[config.mk]
export PLATFORM = sky130hd
export DESIGN_NAME = rv_decode_stage
export DESIGN_NICKNAME = d
export VERILOG_FILES = /design/src/rtl/alu_pkg.sv /design/src/rtl/rv_decode_fifo.sv /design/src/rtl/rv_decode_stage.sv
export SDC_FILE = /design/constraint.sdc
export NUM_CORES = 1
export LEC_CHECK = 0
export BUFFER_PORTS_ARGS = -buffer_cell sky130_fd_sc_hd__buf_2
export CAP_MARGIN = 5
export CORE_MARGIN = 2
export CORE_UTILIZATION = 43
export DETAILED_ROUTE_END_ITERATION = 12
export MAX_ROUTING_LAYER = met4
export PLACE_DENSITY = 0.77
export SLEW_MARGIN = 10
export SYNTH_ARGS = -nofsm -noshare
export SYNTH_HDL_FRONTEND = slang
export SYNTH_SLANG_ARGS = --single-unit
[constraint.sdc]
create_clock -name clk -period 9 [get_ports clk]
set_clock_uncertainty 0.2 [all_clocks]
set_input_delay 0.45 -clock clk [delete_from_list [all_inputs] [get_ports clk]]
set_output_delay 0.45 -clock clk [all_outputs]
set_load 0.05 [all_outputs]
[src/rtl/alu_pkg.sv]
// Shared ALU definitions: base opcodes, funct7 groups, 10-bit ALU opcodes
// and the decoded-entry record handed from decode to the ALU.
package alu_pkg;

    localparam int DEFAULT_XLEN = 64;

    localparam logic [6:0] OP_IMM   = 7'h13;
    localparam logic [6:0] OP_IMM32 = 7'h1b;
    localparam logic [6:0] OP       = 7'h33;
    localparam logic [6:0] OP32     = 7'h3b;

    localparam logic [6:0] F7_BASE   = 7'h00;
    localparam logic [6:0] F7_MULDIV = 7'h01;
    localparam logic [6:0] F7_ALT    = 7'h20;

    // ALU opcode is {funct3, base opcode}
    localparam logic [9:0] opcode_addi       = 10'h013;
    localparam logic [9:0] opcode_slli       = 10'h093;
    localparam logic [9:0] opcode_slti       = 10'h113;
    localparam logic [9:0] opcode_sltiu      = 10'h193;
    localparam logic [9:0] opcode_xori       = 10'h213;
    localparam logic [9:0] opcode_srxi       = 10'h293;
    localparam logic [9:0] opcode_ori        = 10'h313;
    localparam logic [9:0] opcode_andi       = 10'h393;
    localparam logic [9:0] opcode_addiw      = 10'h01b;
    localparam logic [9:0] opcode_addsubmul  = 10'h033;
    localparam logic [9:0] opcode_addsubmulw = 10'h03b;

    typedef struct packed {
        logic [4:0]              regA;
        logic [11:0]             regB;
        logic [9:0]              opcode;
        logic [4:0]              regDest;
        logic                    we;
        logic [DEFAULT_XLEN-1:0] pc;
    } decoded_t;

    function automatic logic [9:0] alu_opcode(input logic [31:0] insn);
        return {insn[14:12], insn[6:0]};
    endfunction

endpackage

[src/rtl/rv_decode_fifo.sv]
// Two-entry FIFO of decoded entries; the head entry drives the ALU directly.
module rv_decode_fifo
    import alu_pkg::*;
#(
    parameter int DEPTH = 2
) (
    input  logic     clk,
    input  logic     reset,
    input  logic     flush,
    input  logic     push,
    input  logic     pop,
    input  decoded_t din,
    output logic     full,
    output logic     empty,
    output decoded_t head
);

    decoded_t   mem [2];
    logic       wr_ptr;
    logic       rd_ptr;
    logic [1:0] count;
    logic       do_push;
    logic       do_pop;

    assign full    = (count == 2'(DEPTH));
    assign empty   = (count == 2'd0);
    assign do_pop  = pop && !empty;
    // A full FIFO can still take a write when the head leaves the same cycle
    assign do_push = push && (!full || do_pop);
    assign head    = mem[rd_ptr];

    always_ff @(posedge clk) begin
        if (reset) begin
            mem[0] <= '0;
            mem[1] <= '0;
            wr_ptr <= 1'b0;
            rd_ptr <= 1'b0;
            count  <= 2'd0;
        end else if (flush) begin
            wr_ptr <= 1'b0;
            rd_ptr <= 1'b0;
            count  <= 2'd0;
        end else begin
            if (do_push) begin
                mem[wr_ptr] <= din;
                wr_ptr      <= ~wr_ptr;
            end
            if (do_pop) begin
                rd_ptr <= ~rd_ptr;
            end
            count <= count + {1'b0, do_push} - {1'b0, do_pop};
        end
    end

endmodule

[src/rtl/rv_decode_stage.sv]
// Decode stage ahead of the integer ALU: screens fetch words against the ALU
// opcode set, splits legal ones into operand fields and reports illegal ones.
module rv_decode_stage
    import alu_pkg::*;
#(
    parameter int XLEN  = DEFAULT_XLEN,
    parameter int DEPTH = 2
) (
    input  logic            clk,
    input  logic            reset,
    input  logic            flush,
    input  logic            in_valid,
    output logic            in_ready,
    input  logic [31:0]     in_insn,
    input  logic [XLEN-1:0] in_pc,
    output logic            out_valid,
    input  logic            out_ready,
    output logic [4:0]      out_regA,
    output logic [11:0]     out_regB,
    output logic [9:0]      out_opcode,
    output logic [4:0]      out_regDest,
    output logic            out_we,
    output logic [XLEN-1:0] out_pc,
    output logic            illegal,
    output logic [XLEN-1:0] illegal_pc
);

    logic       accept;
    logic       legal;
    logic       push;
    logic       pop;
    logic       full;
    logic       empty;
    logic       report;
    decoded_t   din;
    decoded_t   head;
    logic [2:0] funct3;
    logic [6:0] funct7;

    assign funct3 = in_insn[14:12];
    assign funct7 = in_insn[31:25];

    // in_ready decodes only the registered count, so out_ready never reaches it
    assign in_ready  = !full;
    assign accept    = in_valid && in_ready;
    assign push      = accept && legal && !flush;
    assign report    = accept && !legal && !flush;
    assign pop       = out_valid && out_ready;
    assign out_valid = !empty;

    always_comb begin
        legal = 1'b0;
        if (in_insn[1:0] == 2'b11) begin
            case (in_insn[6:0])
                OP_IMM: begin
                    case (funct3)
                        3'd1:    legal = (in_insn[31:26] == 6'b000000);
                        3'd5:    legal = (in_insn[31:26] == 6'b000000) || (in_insn[31:26] == 6'b010000);
                        default: legal = 1'b1;
                    endcase
                end
                OP_IMM32: begin
                    case (funct3)
                        3'd0:    legal = 1'b1;
                        3'd1:    legal = (funct7 == 7'b0000000);
                        3'd5:    legal = (funct7 == 7'b0000000) || (funct7 == 7'b0100000);
                        default: legal = 1'b0;
                    endcase
                end
                OP: begin
                    case (funct7)
                        F7_BASE, F7_MULDIV: legal = 1'b1;
                        F7_ALT:             legal = (funct3 == 3'd0) || (funct3 == 3'd5);
                        default:            legal = 1'b0;
                    endcase
                end
                OP32: begin
                    case (funct7)
                        F7_BASE:   legal = (funct3 == 3'd0) || (funct3 == 3'd1) || (funct3 == 3'd5);
                        F7_MULDIV: legal = (funct3 == 3'd0) || (funct3 >= 3'd4);
                        F7_ALT:    legal = (funct3 == 3'd0) || (funct3 == 3'd5);
                        default:   legal = 1'b0;
                    endcase
                end
                default: legal = 1'b0;
            endcase
        end
    end

    always_comb begin
        din         = '0;
        din.regA    = in_insn[19:15];
        din.regB    = in_insn[31:20];
        din.opcode  = alu_opcode(in_insn);
        din.regDest = in_insn[11:7];
        din.we      = (in_insn[11:7] != 5'd0);
        din.pc      = in_pc;
    end

    rv_decode_fifo #(
        .DEPTH(DEPTH)
    ) u_fifo (
        .clk  (clk),
        .reset(reset),
        .flush(flush),
        .push (push),
        .pop  (pop),
        .din  (din),
        .full (full),
        .empty(empty),
        .head (head)
    );

    assign out_regA    = head.regA;
    assign out_regB    = head.regB;
    assign out_opcode  = head.opcode;
    assign out_regDest = head.regDest;
    assign out_we      = head.we;
    assign out_pc      = head.pc;

    // Illegal report is dropped along with the word when a flush coincides
    always_ff @(posedge clk) begin
        if (reset) begin
            illegal    <= 1'b0;
            illegal_pc <= '0;
        end else begin
            illegal <= report;
            if (report) begin
                illegal_pc <= in_pc;
            end
        end
    end

endmodule
* Yosys cells after proc, flatten, opt, wreduce, memory -nomap -nowiden
Memory sizes are Yosys's and may differ from the RTL's. A register that Yosys moved wholly into a read port is not among the register bits.
Index checks and enable logic that the tools add are counted.
** Operators by class
- Add/sub/neg operators :: 2
- Multipliers :: 0
- Div/mod/pow operators :: 0
- Magnitude comparators :: 1
- Equal/unequal tests :: 11
- Shift-type cells :: 0
- Multiplexer cells :: 17
- Bitwise operators :: 2
- Reduce and logical (&&, ||, !) cells :: 27
** Operators with widths (count)
- two-way mux 97 bit :: 1
- OR reduction 97 bit :: 1
- == test 7 x 6 -> 1 bit, second input constant :: 3
- == test 7 x 5 -> 1 bit, second input constant :: 2
- two-way mux 1 bit :: 11
- logical AND 1 bit :: 8
- == test 7 x 1 -> 1 bit, second input constant :: 1
- logical NOT 7 bit :: 1
- logical OR 1 bit :: 7
- == test 6 x 5 -> 1 bit, second input constant :: 1
- logical NOT 6 bit :: 1
- one-hot mux 1 bit (3 select lines) :: 2
- nonzero test 5 bit :: 1
- == test 2 bit, second input constant :: 2
- logical NOT 1 bit :: 4
- one-hot mux 1 bit (2 select lines) :: 2
- one-hot mux 1 bit (4 select lines) :: 1
- OR reduction 2 bit :: 2
- == test 3 x 1 -> 1 bit, second input constant :: 1
- == test 3 bit, second input constant :: 1
- greater-or-equal comparator 3 bit, second input constant :: 1
- logical NOT 3 bit :: 1
- adder 2 x 1 -> 2 bit :: 1
- logical NOT 2 bit :: 1
- other kinds (2) :: 3
** Word-level totals
- Register bits after elaboration :: 69
- Latch bits :: 0
- Bits in writable memories :: 194
- ROM bits :: 0
- Bits of input ports :: 101
- Output and inout bits :: 164
- Logic and storage cells :: 66
- Memories kept :: 1
** Memory list
- u_fifo.mem :: depth 2, width 97, read ports 1, clocked after Yosys merged registers in 1, wr ports 2, RTL line rv_decode_fifo.sv:18 : decoded_t mem [2];

* Depth between registers and ports, before layout
Gate-level depths: netlist of run 1.
- Depth in word-level cells :: 15
- Depth in mapped cells :: 8
- Depth with buffers taken out :: 8

* Hierarchy
Synthesis of run 1 repeated with hierarchy kept, for this count alone.
** Unflattened totals
- Cells, all modules :: 862
- Area total of the unflattened synthesis :: 11755.0 um^2
** By module, submodules not included
- rv_decode_fifo :: times used 1, cells an instance 547, area an instance 8643.3 um^2, sequential area each 5925.7 um^2
- rv_decode_stage :: times used 1, cells an instance 315, area an instance 3111.7 um^2, sequential area each 1301.2 um^2

* Least setup slack after synthesis of run 1
Ideal clock, no wire load.
- Path type :: in2reg
- Start point :: in in_insn[26]
- End point :: mem u_fifo.mem[0][0] in the netlist's numbering (enable)
- Library setup time :: 0.454 ns
- Arrival time :: 3.949 ns
- Data required time :: 8.346 ns
- Path slack :: 4.396 ns
- Cell stages on the path :: 5
- Path buffers :: 0
- Cell sequence :: or4_4 > o311a_1 > or3_4 > a31oi_1 > a21o_1
** RTL lines
- from (decl) :: RTL line rv_decode_stage.sv:14 : input logic [31:0] in_insn,
- to (decl) :: RTL line rv_decode_fifo.sv:18

==> results of run 1 <==
==> power groups by stage <==
stage / logic [W] / registers [W] / clock network (W)
3_5_place_dp: 0.000261 / 0.00139 / 0
3_3_place_gp: 0.000258 / 0.00138 / 0
6_report: 0.000279 / 0.00136 / 0.00109
2_1_floorplan: 0.000125 / 0.00144 / 0
5_1_grt: 0.000296 / 0.00137 / 0.00117
4_1_cts: 0.000280 / 0.00136 / 0.00111
==> worst max-delay path, delay by kind of cell <==
family / cells / cell delay [ps]
AND/OR/NAND/NOR: 2 / 970
AO/OA/AOI/OAI: 3 / 1390
buffers and inverters: 2 / 800
==> routing by layer <==
layer	part of all wire	global-route usage
met5	0	-
met4	0.027	0.0675
met2	0.50	0.330
met3	0.063	0.0387
met1	0.41	0.245
==> per-stage QoR <==
| stage | setup slack, ps | utilization | area (µm²) |
|---|---|---|---|
| floorplan | 4400 | - | 11400 |
| global placement | 4840 | 0.495 | 12900 |
| detailed placement | 4650 | 0.495 | 12900 |
| CTS | 5190 | 0.550 | 14300 |
| global route | 5010 | 0.550 | 14300 |
| finish | 5220 | 0.550 | 14300 |
==> cell families (layout without fill, tap and decap cells) <==
logic type	after synthesis	after routing
AND/OR/NAND/NOR	353	353
flip-flops	264	264
multiplexers	162	162
buffers and inverters	80	383
AO/OA/AOI/OAI	13	13
adder cells (fa/ha/maj)	3	3
XOR/XNOR	3	3
other	1	6
==> final timing paths <==
kind | startpoint | end | slack [ps] | cells after the start
worst max-delay path | in_insn[26] | u_fifo.mem[0][31]$_SDFFCE_PN0P_ | 5220 | 7
worst min-delay path | in_pc[21] | illegal_pc[21]$_SDFFE_PP0P_ | 20 | 3
worst max register to register | u_fifo.count[0]$_SDFF_PP0_ | u_fifo.mem[0][31]$_SDFFCE_PN0P_ | 5900 | 5
worst min register to register | illegal_pc[62]$_SDFFE_PP0P_ | illegal_pc[62]$_SDFFE_PP0P_ | 250 | 2
==> cells in the final DEF, fill, tap and decap left out, drive strengths merged, types with 4 or more instances in the layout <==
| cell | n |
|---|---|
| dlygate4sd3 | 55 |
| edfxtp | 194 |
| dfxtp | 70 |
| mux2 | 97 |
| nor2b | 4 |
| clkbuf | 43 |
| nor3 | 10 |
| inv | 7 |
| mux2i | 65 |
| nand2 | 131 |
| clkinv | 5 |
| nor2 | 9 |
| and3 | 178 |
| conb | 4 |
| buf | 273 |
==> sequential cells by signal, summed over array words and instances, names as in the netlist, named ones only <==
signal	flops
u_fifo.wr_ptr	1
u_fifo.rd_ptr	1
illegal	1
illegal_pc	64
u_fifo.count	2
u_fifo.mem	194
==> cell type report <==
| type | instances | area share |
|---|---|---|
| inverter | 6 | 0.00175 |
| antenna | 2 | 0.000349 |
| tap | 335 | 0.0292 |
| sequential | 264 | 0.504 |
| multi-input combinational | 538 | 0.268 |
| timing repair buffer | 328 | 0.135 |
| clock buffer | 43 | 0.0591 |
| clock inverter | 6 | 0.00227 |
==> results.md, run 1 <==
* Clk pin slew, worst setup/hold paths at 60 ps
* Leak Pwr at 6.60 nW
* Top Ports at 265
* Wire length per cell at 18.2 µm
* Postcts setup bufs at 0
* Status: finished clean
* Synth Area in Adders at 0.00307
* Synth top area share at 0.511
* Crit path kind: primary input to register
* XOR/XNOR share of the synthesized area at 0.00231
* Worst path cell trace: buf_2 > or4_4 > nor4_1 > a32oi_1 > a31oi_1 > a21o_4 > buf_4
* Simple-Gate Fraction of Synth Area at 0.164
* First-pass GRT wire length at 43400 µm
* Worst path arrival time at 3730 ps
* PortBufs at 264
* Skew-Pair Late Insertion Delay at 520 ps
* Netlist cell types at 45
* Worst-Margin Slew at 911 ps
* Max-cap viol count at 0
* Initial DRC Count at 655
* Comb pwr share at 0.102
* Type of origin of the critical path: primary input
* CTS Hold Bufs at 55
* Largest cells by area after synthesis: edfxtp_1 51%, dfxtp_1 12%, and3_1 9.8%, mux2_2 9.6%, mux2i_1 5.7%
* Antenna-violating nets left at 0
* PD cells at 190 mW/mm²
* Synth top cells by count: 194 x edfxtp_1, 178 x and3_1, 131 x nand2_1
* Via-per-instance ratio at 5.25
* Post-Layout Cell Count at 1522
* Root Driver: clkbuf_16
* Crit-path max cell delay at 690 ps
* YS warnings at 0
* Hpwl dp at 16500 µm
* Die Y at 167 µm
* Hold Crit Class: primary input to register
* Row Count at 59
* # setup viols final at 0
* Hold Vio Cnt, Final at 0
* PostCTS Resize Cnt at 0
* Synthesized cell area at 0.0114 mm²
* Worst VDD drop at 0.000119 V
* Clock period minus worst slack at 3780 ps
* Fin nets at 1268
* Clock share of power at 0.399
* Post-Route WL at 27600 µm
* Worst EP required at 8950 ps
* # clock sinks at 264
* # H-tree levels at 1
* Synth Register Bits at 264
* Compound-Gate Fraction of Synth Area at 0.0111
* Initial Utilization at 0.437
* Mapped Cells at 879
* Multiplexer area fraction after synthesis at 0.153
* Slew HR at 0.393
* Initial DRT Pass Iterations at 7
* Sw frac at 0.241
* Crit share post-route at 0.420
* Largest net degree at the start of global routing at 97
* # DRC at 0
* Die area at 0.0278 mm²
* Final Power at 0.00273 W
* Number of synthesized flops with an enable pin at 194
* Sum Neg Setup Slack at 0 ps
* Final Slew Violations at 0
* Top FF cell, synth: edfxtp_1
* Max Clock Freq at 265 MHz
* Vias in the first global route at 7957
* Total global routing overflow at 0
* Num CTS Buffers at 27
* Count leader, synth: edfxtp_1
* Avg Cell Area, Syn at 13.0 µm²
* Layout cell share with drive strength beyond 1 at 0.356
* Crit end category: register
* Layout fillers at 2122
* Hold WS at 21.1 ps
* CTS Buffer Depth at 3
* FFs w/ async S/R, synth at 0
* CTS tree: done
* Internal power at 0.00207 W
* Vias at 7985
* Total GRT Usage at 0.199
* Sw Pwr at 0.000659 W
* Antenna violations before repair at 2
* RSZ-0062 raised after global routing: false
* Seq. cell area at 0.00723 mm²
* Die width at 167 µm
* Seq pwr share at 0.499
* Worst-path fanout max at 55
* Layout area overhead at 25.8%
* CP max stage cell: buf_4
* Post-synth top area cell: edfxtp_1
* Multi-input gate area in the final layout at 0.00384 mm²
* Gp weighted congestion at 0.812
* Largest family of logic cells by synthesized area: simple AND/OR/NAND/NOR gates
* Core Region at 0.0261 mm²
* Inst Count DP at 1416
* Sequential fraction of the synthesis area at 0.634
No activity file was read; power rests on OpenSTA's default activity.
==> run 2, diff against run 1 <==
Clock period 9 ns to 3.9 ns, I/O delays scaled along.
==> run 2 against run 1 <==
Non-clock buffer count up 43; highest routed layer unchanged; first-iteration DRC count up 3.4%; global-route usage up 0.47 points; worst hold slack better by 130 ps; routed wire length up 2.3%; final cell count up 3.0%; largest power group unchanged; critical path depth up 4; register-to-register slack worse by 4600 ps; via count up 3.1%; sequential share of layout area down 2.2 points; sequential cell count unchanged; critical endpoint is now u_fifo.count[1]$_SDFF_PP0_.
==> results.md, run 2 (same netlist as run 1, synthesis figures left out) <==
* Worst-path fanout max at 5 (-91%)
* # DRC at 0 (unchanged)
* Vias in the first global route at 8294 (+4.2%)
* Seq pwr share at 0.467 (-0.032)
* Internal power at 0.00516 W (+150%)
* PD cells at 449 mW/mm² (+140%)
* Status: finished clean
* Worst path most repeated cell: dlygate4sd3_1
* Total global routing overflow at 0 (unchanged)
* CTS tree: done
* Layout area overhead at 31.6%
* Multi-input gate area in the final layout at 0.00384 mm² (unchanged)
* Die Y at 167 µm (unchanged)
* Hold-critical path depth at 5 (+2)
* Skew-Pair Late Insertion Delay at 520 ps (about the same)
* # H-tree levels at 1 (unchanged)
* DP Area at 0.0130 mm² (+0.80%)
* Initial DRC Count at 677 (+3.4%)
* Root Driver: clkbuf_16
* Final Instance Area at 0.0150 mm² (+4.6%)
* Type of origin of the critical path: primary input
* Layout cell share with drive strength beyond 1 at 0.348 (-0.00762)
* Sw frac at 0.233 (-0.00848)
* Antenna-violating nets left at 0 (unchanged)
* Gp weighted congestion at 0.813 (+0.12%)
* Worst EP required at 4110 ps (-4840 ps)
* Seq. cell area at 0.00723 mm² (unchanged)
* Crit-path max cell delay at 570 ps (-120 ps)
* Worst path depth at 11 (+4)
* Most common cell after layout, fill and taps aside: buf_2
* Die width at 167 µm (unchanged)
* Top Ports at 265 (unchanged)
* Worst path arrival time at 3700 ps (-30 ps)
* Wire length per cell at 18.0 µm (-0.67%)
* Core Region at 0.0261 mm² (unchanged)
* Hold Vio Cnt, Final at 0 (unchanged)
* Leak Pwr at 6.88 nW (+4.2%)
* Max-cap viol count at 0 (unchanged)
* Hold WS at 148 ps (+127 ps)
* RSZ-0062 raised after global routing: false
* Worst VDD drop at 0.000303 V (+150%)
* Fin nets at 1313 (+3.5%)
* First-pass GRT wire length at 44300 µm (+2.2%)
* Via-per-instance ratio at 5.25 (about the same)
* Reg with most FFs: u_fifo.mem
* Crit path kind: primary input to register
* Vias at 8229 (+3.1%)
* Antenna violations before repair at 1 (-1)
* CTS Hold Bufs at 96 (+75%)
* Worst path cell trace: dlygate4sd3_1 > buf_2 > or4_4 > nor4_1 > a32oi_1 > a31oi_1 > ha_1 > xor2_1 > xnor2_1 > nor3_1 > dlygate4sd3_1
* Clock share of power at 0.431 (+0.032)
* PostCTS Resize Cnt at 0 (unchanged)
* CTS Buffer Depth at 3 (unchanged)
* PortBufs at 264 (unchanged)
* Crit share post-route at 0.893
* Die area at 0.0278 mm² (unchanged)
* Initial DRT Pass Iterations at 5 (-2)
* Most frequent cells in the layout: 264 x buf_2, 194 x edfxtp_1, 178 x and3_1, 131 x nand2_1, 97 x mux2_2
* Sum Neg Setup Slack at 0 ps (unchanged)
* Largest net degree at the start of global routing at 112 (+15%)
* Largest regs: u_fifo.mem x194, illegal_pc x64, u_fifo.count x2
* Comb pwr share at 0.102 (about the same)
* Sw Pwr at 0.00157 W (+140%)
* Hpwl dp at 16300 µm (-1.2%)
* Worst Path Buf+Inv at 3 (+1)
* Max Clock Freq at 287 MHz
* Total GRT Usage at 0.203 (+0.00470)
* Num CTS Buffers at 29 (+7.4%)
* CP max stage cell: or4_4
* Crit end category: register
* CP top delay family: buffers and inverters
* Initial Utilization at 0.437 (unchanged)
* # clock sinks at 264 (unchanged)
* Final Power at 0.00673 W (+150%)
* Worst-Margin Slew at 1110 ps (+194 ps)
* Hold Crit Class: primary input to register
* Layout fillers at 2020 (-4.8%)
* Postcts setup bufs at 0 (unchanged)
* Row Count at 59 (unchanged)
* Slew HR at 0.263 (-0.130)
* Largest register FFs at 194 (unchanged)
* Post-Route WL at 28300 µm (+2.3%)
* Clock period minus worst slack at 3480 ps
* Reg2Reg Depth at 9 (+4)
* Clk pin slew, worst setup/hold paths at 60 ps (about the same)
* # setup viols final at 0 (unchanged)
* Final Slew Violations at 0 (unchanged)
## run 2: cell types whose count changed in the layout (fill, tap and decap cells not counted), sizes merged
cell,delta
dlygate4sd3,+41
inv,-1
bufinv,+6
clkinvlp,+2
diode,-1
buf,+2
clkbuf,-4
## run 2: power groups by stage
| stage | sequential [W] | combinational, W | clock, W |
|---|---|---|---|
| floorplan | 0.00332 | 0.000288 | 0 |
| global placement | 0.00319 | 0.000603 | 0 |
| detailed placement | 0.00320 | 0.000610 | 0 |
| CTS | 0.00314 | 0.000685 | 0.00296 |
| global route | 0.00315 | 0.000726 | 0.00307 |
| finish | 0.00314 | 0.000688 | 0.00290 |
## run 2: layer usage
metal	GRT usage	wire length [µm]	vias up
met5	-	0	-
met4	0.0757	975	0
met3	0.0297	1420	64
met2	0.338	14100	287
met1	0.254	11800	4015
li1	-	-	3863
## run 2: final timing paths
kind	slack [ps]	end	from
min	150	u_fifo.wr_ptr$_SDFFE_PP0N_	in_insn[6]
max reg2reg	1310	u_fifo.count[1]$_SDFF_PP0_	u_fifo.count[1]$_SDFF_PP0_
max	420	u_fifo.count[1]$_SDFF_PP0_	in_insn[26]
min reg2reg	250	illegal_pc[59]$_SDFFE_PP0P_	illegal_pc[59]$_SDFFE_PP0P_
## run 2: stage by stage
stage                     worst slack (ps)  std cells  utilization
after floorplan                        394        882            -
after global placement                 821       1418        0.499
after detailed placement               775       1418        0.499
after CTS                              476       1566        0.575
after global routing                   275       1567        0.575
final                                  419       1567        0.575
## run 2: cell type report
class                      instances  share of cell area
sequential                       264               0.482
clock buffer                      39              0.0536
inverter                           6             0.00167
multi-input combinational        538               0.256
clock inverter                    13              0.0147
timing repair buffer             371               0.164
antenna                            1            0.000167
tap                              335              0.0280
## run 2: worst register-to-register path: cells and delay by family, from the launching register on
family | cells | cell delay [ps]
adder cells (fa/ha/maj) | 2 | 460
XOR/XNOR | 2 | 310
buffers and inverters | 2 | 610
AND/OR/NAND/NOR | 3 | 580
flip-flops | 1 | 330
